File: src/rtl/videomem_rd_sched.sv
// Frame-buffer read-request scheduler: walks each frame line by line in bursts,
// throttled by pixel-FIFO fill hysteresis and a cap on words in flight.
module videomem_rd_sched #(
   parameter int ADDR_W         = 25,
   parameter int LEVEL_W        = 2,
   parameter int THRESHOLD_HIGH = 3,
   parameter int THRESHOLD_LOW  = 1,
   parameter int BURST_LEN      = 8,
   parameter int LINE_WORDS     = 1280,
   parameter int LINE_NUM       = 720,
   parameter int LINE_STRIDE    = 2048,
   parameter int MAX_BURSTS     = 4,
   localparam int OUT_W         = $clog2(MAX_BURSTS*BURST_LEN+1)
) (
   input  logic               mem_clock,
   input  logic               reset,
   input  logic               enable,
   input  logic               mem_ready,
   input  logic               rdata_valid,
   input  logic [LEVEL_W-1:0] fifo_level,
   input  logic               vsync,
   input  logic [ADDR_W-1:0]  frame_base,
   input  logic               read_req_ack,
   output logic               read_request,
   output logic [ADDR_W-1:0]  read_addr,
   output logic               frame_done,
   output logic               late_frame,
   output logic [OUT_W-1:0]   outstanding
);
   localparam int BURSTS_PER_LINE = LINE_WORDS / BURST_LEN;
   localparam int BURST_CW        = (BURSTS_PER_LINE > 1) ? $clog2(BURSTS_PER_LINE) : 1;
   localparam int LINE_CW         = (LINE_NUM > 1) ? $clog2(LINE_NUM) : 1;
   localparam int MAX_WORDS       = MAX_BURSTS * BURST_LEN;

   typedef enum logic [1:0] {IDLE, ACTIVE, DONE} state_t;

   state_t              state_q, state_d;
   logic                vs_meta_q, vs_meta_d;
   logic                vs_sync_q, vs_sync_d;
   logic                vs_hist_q, vs_hist_d;
   logic                feed_q, feed_d;
   logic                read_request_q, read_request_d;
   logic [ADDR_W-1:0]   read_addr_q, read_addr_d;
   logic [ADDR_W-1:0]   line_start_q, line_start_d;
   logic [BURST_CW-1:0] burst_q, burst_d;
   logic [LINE_CW-1:0]  line_q, line_d;
   logic                frame_done_q, frame_done_d;
   logic                late_frame_q, late_frame_d;
   logic [OUT_W-1:0]    outstanding_q, outstanding_d;

   logic                vs_event;
   logic                accept;
   logic                last_burst;
   logic                last_line;
   logic [OUT_W:0]      out_sum;
   logic                room;

   always_ff @(posedge mem_clock or posedge reset) begin
      if (reset) begin
         state_q        <= IDLE;
         vs_meta_q      <= 1'b0;
         vs_sync_q      <= 1'b0;
         vs_hist_q      <= 1'b0;
         feed_q         <= 1'b0;
         read_request_q <= 1'b0;
         read_addr_q    <= '0;
         line_start_q   <= '0;
         burst_q        <= '0;
         line_q         <= '0;
         frame_done_q   <= 1'b0;
         late_frame_q   <= 1'b0;
         outstanding_q  <= '0;
      end else begin
         state_q        <= state_d;
         vs_meta_q      <= vs_meta_d;
         vs_sync_q      <= vs_sync_d;
         vs_hist_q      <= vs_hist_d;
         feed_q         <= feed_d;
         read_request_q <= read_request_d;
         read_addr_q    <= read_addr_d;
         line_start_q   <= line_start_d;
         burst_q        <= burst_d;
         line_q         <= line_d;
         frame_done_q   <= frame_done_d;
         late_frame_q   <= late_frame_d;
         outstanding_q  <= outstanding_d;
      end
   end

   always_comb begin
      vs_meta_d      = vsync;
      vs_sync_d      = vs_meta_q;
      vs_hist_d      = vs_sync_q;
      state_d        = state_q;
      read_request_d = read_request_q;
      read_addr_d    = read_addr_q;
      line_start_d   = line_start_q;
      burst_d        = burst_q;
      line_d         = line_q;
      frame_done_d   = 1'b0;
      late_frame_d   = late_frame_q;
      feed_d         = feed_q;

      vs_event   = vs_hist_q & ~vs_sync_q;
      accept     = read_request_q & read_req_ack;
      last_burst = (burst_q == BURST_CW'(BURSTS_PER_LINE-1));
      last_line  = (line_q == LINE_CW'(LINE_NUM-1));
      out_sum    = {1'b0, outstanding_q} + (OUT_W+1)'(BURST_LEN);
      room       = (out_sum <= (OUT_W+1)'(MAX_WORDS));

      if (fifo_level <= LEVEL_W'(THRESHOLD_LOW)) begin
         feed_d = 1'b1;
      end else if (fifo_level >= LEVEL_W'(THRESHOLD_HIGH)) begin
         feed_d = 1'b0;
      end

      // An accepted burst is counted even when a vsync restart swallows it.
      outstanding_d = outstanding_q;
      if (accept) begin
         outstanding_d = outstanding_d + OUT_W'(BURST_LEN);
      end
      if (rdata_valid && (outstanding_q != '0)) begin
         outstanding_d = outstanding_d - OUT_W'(1);
      end

      if (vs_event) begin
         if (state_q == ACTIVE) begin
            late_frame_d = 1'b1;
         end
         state_d        = ACTIVE;
         read_request_d = 1'b0;
         line_start_d   = frame_base;
         read_addr_d    = frame_base;
         burst_d        = '0;
         line_d         = '0;
      end else if (accept) begin
         read_request_d = 1'b0;
         if (last_burst) begin
            burst_d      = '0;
            line_d       = line_q + LINE_CW'(1);
            line_start_d = line_start_q + ADDR_W'(LINE_STRIDE);
            read_addr_d  = line_start_q + ADDR_W'(LINE_STRIDE);
            if (last_line) begin
               state_d      = DONE;
               frame_done_d = 1'b1;
            end
         end else begin
            burst_d     = burst_q + BURST_CW'(1);
            read_addr_d = read_addr_q + ADDR_W'(BURST_LEN);
         end
      end else if (!read_request_q && (state_q == ACTIVE) && enable && mem_ready
                   && feed_q && room) begin
         read_request_d = 1'b1;
      end
   end

   assign read_request = read_request_q;
   assign read_addr    = read_addr_q;
   assign frame_done   = frame_done_q;
   assign late_frame   = late_frame_q;
   assign outstanding  = outstanding_q;

endmodule
File: config.mk
export PLATFORM = sky130hd
export DESIGN_NAME = videomem_rd_sched
export DESIGN_NICKNAME = d
export VERILOG_FILES = /design/src/rtl/videomem_rd_sched.sv
export SDC_FILE = /design/constraint.sdc
export NUM_CORES = 1
export LEC_CHECK = 0
export CAP_MARGIN = 20
export CORE_MARGIN = 2
export CORE_UTILIZATION = 60
export CTS_BUF_LIST = sky130_fd_sc_hd__clkbuf_4 sky130_fd_sc_hd__clkbuf_8
export DETAILED_ROUTE_END_ITERATION = 10
export HOLD_SLACK_MARGIN = 0.02
export PLACE_DENSITY_LB_ADDON = 0.05
export RECOVER_POWER = 100
export SLEW_MARGIN = 15
export SYNTH_ARGS = -nofsm -noshare
export SYNTH_HDL_FRONTEND = slang
export SYNTH_SLANG_ARGS = --single-unit
File: constraint.sdc
create_clock -name mem_clock -period 4.8 [get_ports mem_clock]
set_input_delay 0.96 -clock mem_clock [delete_from_list [all_inputs] [get_ports mem_clock]]
set_output_delay 0.96 -clock mem_clock [all_outputs]
set_load 0.05 [all_outputs]
### After elaboration in Yosys (flattened, before gate mapping)

Index checks and enable logic that the tools add are counted.
W data, S select, Z words.

* flip-flop bits (word level): 83
* input bits: 34
* output and inout port bits: 34
* word-level logic and storage cells: 72

* add/subtract/negate cells: 7
* $lt $le $gt $ge: 3
* eq/ne operators: 3
* mux-type cells: 27
* bitwise gates (word level): 3
* reduce and logical (&&, ||, !) cells: 16

Operators with widths (number)
* $mux W25: 6
* $mux W10: 3
* $add A25 B12 Y25 const B: 1
* $add A25 B4 Y25 const B: 1
* $mux W8: 3
* $mux W6: 2
* $add A10 B1 Y10 const B: 1
* $eq A10 B10 Y1 const B: 1
* $mux W1: 9
* $add A8 B1 Y8 const B: 1
* $eq A8 B8 Y1 const B: 1
* $mux W2: 4
* $reduce_bool A2 Y1: 4
* $add A6 B4 Y7 const B: 1
* $le A7 B6 Y1 const B: 1
* $add A6 B4 Y6 const B: 1
* $logic_and A1 B1 Y1: 6
* $reduce_bool A6 Y1: 1
* $sub A6 B1 Y6 const B: 1
* $reduce_and A2 Y1: 2
* $reduce_and A3 Y1: 1
* $reduce_bool A3 Y1: 1
* $and A1 B1 Y1: 2
* $eq A2 B1 Y1 const B: 1
* 4 further kinds: 4

### Depth between registers and ports, before layout

Gate-level depths: netlist of the first run.

* depth in word-level cells: 9
* depth in mapped cells: 8
* gate-level depth less buffers: 7

### Worst setup path after synthesis of the first run

No wires, ideal clock.

* kind: input to register
* start: input port read_req_ack
* end: register read_addr_q[23], in the netlist read_addr[23]
* setup time: 0.120 ns
* data arrival time: 2.123 ns
* data required time: 4.680 ns
* slack: 2.557 ns
* stages on the path: 5
* buffers on the path: 0
* path through: nand2_1 > nor2_1 > o21ai_0 > or4_1 > o211a_1

* cells in the longest elaborated chain, start to end: 2

Ends and longest elaborated chain
* from (decl): line 23 `input logic read_req_ack,`
* $and A1 B1 Y1: line 105 `accept = read_request_q & read_req_ack;`
* $reduce_bool A2 Y1 (no source line)
* to (signal assigned): line 80 `read_addr_q <= read_addr_d;`
* to (decl): line 43 `logic [ADDR_W-1:0] read_addr_q, read_addr_d;`

Every way passes these cells.
A chain may end at the register's enable or synchronous reset.

### Final worst setup path of the first run

* start: register vs_sync_q, in the netlist vs_hist_d
* end: register read_addr_q[20], in the netlist read_addr[20]

* cells in the longest elaborated chain, start to end: 3
* elaborated cells between the ends (all ways): 4
* those cells by class: 1 x mux; 2 x bitwise; 1 x reduce/logical

Ends and longest elaborated chain
* from (decl): line 39 `logic vs_sync_q, vs_sync_d;`
* from (signal assigned): line 76 `vs_sync_q <= vs_sync_d;`
* $not A1 Y1 *: line 104 `vs_event = vs_hist_q & ~vs_sync_q;`
* $and A1 B1 Y1 *: line 104
* $mux W25 / $reduce_bool A2 Y1 (equally long branches)

Mark *: on every way between the ends. The rest lies on a longest branch, timed or not.

==> results.ini, run 1 <==
[drt]
route.detailed.drc = 0
totalWireLength_um = 11700
viasPerCell = 6.13
drt_iter0_drc = 232
dr.pass1.iters = 4
wire_per_inst_um = 17.6
via_count = 4082
ant_nets = 0

[power_and_ir_drop]
internal-power_w = 0.00134
switchingPower_w = 0.000950
clkPwrFrac_pct = 23.2
total_leakage_power_nw = 2.20
max-vdd-ir-drop_mv = 0.433
fin_total_pwr_w = 0.00229
power_frac_seq_pct = 41.7
powerDensity_nw_per_um2 = 418
switching_share_pct = 41.5
comb_power_share_pct = 35.0

[finish]
diodes = 0
nFillCells = 546
fin_cells = 666
ff_latch_area_um2 = 2080
fin_nets = 603
drive_gt1_share_pct = 5.64
stdcell_area_um2 = 5470
areaGrowthSynthToFinish_pct = 19.6
multi_input_area_um2 = 2330

[run_status]
outcome = finished with violations
violations = capacitance limit, slew limit

[logic_synthesis]
synth_xor_area_share_pct = 8.42
synth_edf_count = 0
synth_cells = 503
seq_area_frac_synth_pct = 45.4
synthMuxAreaShare_pct = 1.31
synth_top_area_share_pct = 45.4
ys_ff_latch = 83
synth.avg_cell_area_um2 = 9.09
yosysTopAreaCell = dfrtp_1
synth_area_leaders = dfrtp_1 45%, nand2_1 6.1%, xnor2_1 4.4%, nor2_1 4.0%, xor2_1 4.0%
synth_area_um2 = 4570
ys.flop_type = dfrtp_1
synth-adder-area-share_pct = 1.91
synth_fp_nets = 544
synthSimpleGateAreaFrac_pct = 24.5
synth_compound_gate_area_share_pct = 15.4
ys_warn_count = 0
ys_types = 58
synthArstFlopShare_pct = 100
synth_top_family_by_area = simple AND/OR/NAND/NOR gates

[setup_path]
critPathKind = reg2reg
critPathArrivalTime_ps = 3750
critical_path.top_delay_family = buffers and inverters
path_max_fanout = 58
crit_required_ps = 5040
crit_start = vs_hist_d$_DFF_PP0_
r2r-start = vs_hist_d$_DFF_PP0_
cpMaxStageDelayCell = clkbuf_1
path_buf_inv = 1
reg2reg_slack_ps = 1290
crit_chain = nor2b_4 -> clkbuf_1 -> nor2_1 -> a222oi_1 -> o21ai_0
start_kind = flop
max_stage_delay_ps = 1820
endpoint_kind = flop

[global_routing]
grt_max_degree = 59
grt_pass1_vias = 4018
grt_overflow = 0
track_usage_pct = 29.3
antenna_found_initial = 0
grt_pass1_wl_um = 19400

[clock_tree]
numCtsBuffers = 9
cts_max_level = 3
tritoncts = done
hold_buffers = 0
clkLatencyLatePin_ps = 370
cts_resized = 0
ctsRootBufferMaster = clkbuf_8
clk_pin_slew_ps = 90
post_cts_buffers = 0
cts_buffer_depth = 2
clkSinkCount = 83

[hold_path]
hp-start = vs_meta_q$_DFF_PP0_
hold_class = reg2reg

[placement]
placed_area_um2 = 5310
port_buffers = 67
hpwl_um = 8130
place_congestion = 0.880
post-place-cells = 650
place_ws_ps = 1300

[sta]
drv_slew = 93
setup_viol = 0
worst_slew_pin_slew_ps = 2550
fin_crit_sh_pct = 73.2
hold_viol = 0
skew_ps = 15.7
period_needed_ps = 3510
fin_tns_setup_ps = 0
rsz0062_at_grt = false
relSlewSlack_pct = -69.9
setup_slack_ps = 1290
max_freq_ghz = 0.285

[flow_run]
maxCapViolations = 2

[die]
core_area_um2 = 7330
die_h_um = 91.3
die_w_um = 91.3
initial_utilization_pct = 62.4
num_rows = 31
ios = 68
fp.dieArea_um2 = 8340

worst register-to-register path, delay by kind of cell, from the launching register on:
family / cells / cell delay [ps]
AO/OA/AOI/OAI: 2 / 550
buffers and inverters: 1 / 1820
flip-flops: 1 / 420
AND/OR/NAND/NOR: 2 / 600
synth_stat cells, types with 5 or more instances:
library cell and number:
buf_2 9, o21a_1 7, inv_1 10, nor3_1 14
ha_1 7, o31ai_1 6, o21ai_0 30, a311oi_1 5
xnor2_1 23, buf_1 6, mux2i_1 6, dfrtp_1 83
and4_1 5, a31oi_1 6, nand3_1 23, a21oi_1 23
o22ai_1 7, nand4_1 18, or3_1 5, nand2_1 74
nor2_1 49, clkbuf_1 8, xor2_1 21
power by group through the flow:
stage	Combinational [W]	Sequential, W	Clock (W)
after floorplan	0.000322	0.00119	0
after global placement	0.000811	0.000961	0
after detailed placement	0.000831	0.000966	0
after CTS	0.000836	0.000956	0.000536
after global routing	0.000860	0.000973	0.000567
final	0.000801	0.000954	0.000532
final timing paths:
check / endpoint / depth (start not counted)
max in group asynchronous: read_addr[14]$_DFFE_PP0N_ / 3
worst min register to register: vs_hist_d$_DFF_PP0_ / 0
min in group asynchronous: feed_q$_DFFE_PP0P_ / 2
worst min-delay path: vs_hist_d$_DFF_PP0_ / 0
worst max-delay path: read_addr[20]$_DFFE_PP0N_ / 5
worst max register to register: read_addr[20]$_DFFE_PP0N_ / 5
state kept, by name, indices dropped and copies added, names as in the netlist:
signal and count:
outstanding 6, read_addr 25, vs_hist_d 1, line_start_q 25, vs_hist_q 1, late_frame 1, state_q 2, frame_done 1
vs_meta_q 1, line_q 10, read_request 1, feed_q 1, burst_q 8
logic make-up (layout without fill, tap and decap cells):
family	after synthesis	count (layout)
AOI/OAI and AO/OA	107	107
adders and majority gates	7	7
muxes	6	6
xor gates and xnor gates	44	44
DFF	83	83
buffers and inverters	34	98
and+or+nand+nor	222	222
layout by cell type (no fill, tap or decap), types with 21 or more instances in the layout:
cell type        instances
dfrtp_1                 83
nand2_1                 74
nor2_1                  49
dlygate4sd3_1           38
o21ai_0                 30
clkdlybuf4s50_1         29
a21oi_1                 23
nand3_1                 23
xnor2_1                 23
xor2_1                  21
metrics by stage:
step	hold slack, ps	util [%]
after global placement	364	72.4
after global routing	394	74.6
after floorplan	331	-
after detailed placement	362	72.4
final	389	74.6
after CTS	382	75.2
metal layers:
metal | wire length, µm | share of wire (%) | vias to the layer above | track usage (%)
li1 | - | - | 1925 | -
met1 | 5220 | 45 | 1995 | 40.8
met2 | 5620 | 48 | 144 | 46.1
met3 | 680 | 5.8 | 18 | 5.15
met4 | 187 | 1.6 | 0 | 11.1
met5 | 0 | 0 | - | 0
final cells by class:
cell class | instances | area share [%]
clock inverter | 7 | 1.46
multi-input combinational | 386 | 42.7
inverter | 10 | 0.709
tap | 99 | 2.26
timing repair buffer | 72 | 12.7
clock buffer | 9 | 2.26
sequential | 83 | 38.0
Note: power is estimated with default switching activity, not from simulation.
==> inputs of run 2 (changes only) <==
CORE_UTILIZATION = 56   (was 60)
clock period = 3.65 ns   (was 4.8 ns; I/O delays follow)
==> run 2 against run 1 <==
Compared with the run above: the flow still finishes with violations (capacitance limit, slew limit); via count is 0.98% higher; register-to-register slack got worse by 680 ps; critical path depth is 2 higher; largest cell class unchanged; combinational power grew 32%; final cell count increased by 0.90%; die area rose by 6.8%; non-clock buffer count is 3 higher; first-iteration DRC count grew 15%; routed wire length up 2.6%; highest routed layer unchanged; clock skew fell by 0.50 ps; final area rose by 0.55%; global-route usage shrank 1.1 points.
==> results.ini, run 2 (synthesized netlist as in run 1, its figures left out) <==
[global_routing]
grt_pass1_wl_um = 19600  ; +0.71%
grt_pass1_vias = 3945  ; -1.8%
antenna_found_initial = 0  ; unchanged
grt_overflow = 0  ; unchanged
track_usage_pct = 28.2  ; -1.1 points
grt_max_degree = 84  ; +42%

[drt]
drt_iter0_drc = 267  ; +15%
dr.pass1.iters = 5  ; +1
route.detailed.drc = 0  ; unchanged
viasPerCell = 6.13  ; about the same
wire_per_inst_um = 17.9  ; +1.7%
ant_nets = 0  ; unchanged
totalWireLength_um = 12000  ; +2.6%
via_count = 4122  ; +0.98%

[sta]
setup_viol = 0  ; unchanged
fin_tns_setup_ps = 0  ; unchanged
max_freq_ghz = 0.329  ; +16%
relSlewSlack_pct = -36.4  ; +33 points
rsz0062_at_grt = false
setup_slack_ps = 611  ; -677 ps
fin_crit_sh_pct = 83.3  ; +10 points
worst_slew_pin_slew_ps = 2050  ; -502 ps
hold_viol = 0  ; unchanged
drv_slew = 84  ; -9.7%
skew_ps = 15.2  ; -0.500 ps
period_needed_ps = 3040  ; -473 ps

[clock_tree]
cts_max_level = 3  ; unchanged
ctsRootBufferMaster = clkbuf_8
clkLatencyLatePin_ps = 360  ; about the same
post_cts_buffers = 0  ; unchanged
clk_pin_slew_ps = 90  ; about the same
tritoncts = done
cts_buffer_depth = 2  ; unchanged
clkSinkCount = 83  ; unchanged
numCtsBuffers = 9  ; unchanged
cts_resized = 0  ; unchanged
hold_buffers = 0  ; unchanged

[hold_path]
holdPathStages = 0  ; unchanged
hold_class = reg2reg

[power_and_ir_drop]
max-vdd-ir-drop_mv = 0.420  ; -3.2%
total_leakage_power_nw = 2.23  ; +1.2%
powerDensity_nw_per_um2 = 547  ; +31%

[die]
die_h_um = 94.4  ; +3.4%
num_rows = 32  ; +3.2%
fp.dieArea_um2 = 8910  ; +6.8%
core_area_um2 = 7810  ; +6.5%
ios = 68  ; unchanged
die_w_um = 94.4  ; +3.4%
initial_utilization_pct = 58.6  ; -3.8 points

[placement]
port_buffers = 67  ; unchanged
place_ws_ps = 614  ; -686 ps
place_congestion = 0.941  ; +6.9%
hpwl_um = 8330  ; +2.4%
post-place-cells = 656  ; +0.92%

[setup_path]
critPathArrivalTime_ps = 3260  ; -490 ps
crit_required_ps = 3880  ; -1160 ps
start_kind = flop
endpoint_kind = flop
r2r_cells = 7  ; +2
path_max_fanout = 8  ; -86%
reg2reg_slack_ps = 610  ; -680 ps
critPathKind = reg2reg

[finish]
fin_cells = 672  ; +0.90%
final_cell_mix = 83 x dfrtp_1, 74 x nand2_1, 49 x nor2_1, 38 x dlygate4sd3_1, 30 x o21ai_0
nFillCells = 659  ; +21%
mostFrequentLayoutCell = dfrtp_1
drive_gt1_share_pct = 6.14  ; +0.50 points
fin_nets = 606  ; +0.50%
diodes = 0  ; unchanged
areaGrowthSynthToFinish_pct = 20.3

[flow_run]
maxCapViolations = 1  ; -1

[run_status]
violations = capacitance limit, slew limit
outcome = finished with violations

==> run 2: cell types whose count changed in the layout (fill, tap and decap cells not counted), sizes merged <==
cell | before | now
buf | 1 | 5
clkinv | 0 | 2
clkinvlp | 3 | 2
inv | 13 | 11
==> run 2: cell type report <==
cell class	count	area, µm²	area share (%)
Clock buffer	10	138	2.50
Clock inverter	6	72.6	1.32
Inverter	10	38.8	0.705
Multi-Input combinational cell	386	2330	42.3
Sequential cell	83	2080	37.8
Tap cell	102	128	2.32
Timing Repair Buffer	75	721	13.1
==> run 2: routing by layer <==
metal	up-vias	track usage (%)	wire length (µm)	part of all wire, %
li1	1921	-	-	-
met1	1972	38.1	5180	43
met2	187	45.1	5610	47
met3	42	5.11	875	7.3
met4	0	11.7	350	2.9
met5	-	0	0	0
==> run 2: power by group <==
group	switching, W	internal (W)	total, W
logic	0.000687	0.000376	0.00106
registers	0.000188	0.00106	0.00125
clock network	0.000355	0.000342	0.000698
==> run 2: path summary, 6_finish.rpt <==
| check | from | end |
|---|---|---|
| max | burst_q[0]$_DFFE_PP0N_ | line_start_q[16]$_DFFE_PP0P_ |
| min reg2reg | vs_meta_q$_DFF_PP0_ | vs_hist_d$_DFF_PP0_ |
| min | vs_meta_q$_DFF_PP0_ | vs_hist_d$_DFF_PP0_ |
| min in group asynchronous | reset | outstanding[2]$_DFFE_PP0P_ |
| max in group asynchronous | reset | burst_q[1]$_DFFE_PP0N_ |
| max reg2reg | burst_q[0]$_DFFE_PP0N_ | line_start_q[16]$_DFFE_PP0P_ |
==> run 2: through the flow <==
step           total power, W  utilization [%]  instance area, µm²  hold slack, ps
5_1_grt               0.00317             70.5                5500             362
3_5_place_dp          0.00238             68.5                5350             337
3_3_place_gp          0.00235             68.5                5350             338
4_1_cts               0.00307             71.2                5560             357
2_1_floorplan         0.00198                -                4570             331
6_report              0.00301             70.5                5500             355
==> run 2: critical path: stages, from the launching register on <==
cell,delay [ps]
dfrtp_1,460
ha_1,270
nand4bb_1,430
nor3_1,1090
buf_4,320
nand2_1,80
xnor2_1,170
o21ai_0,90
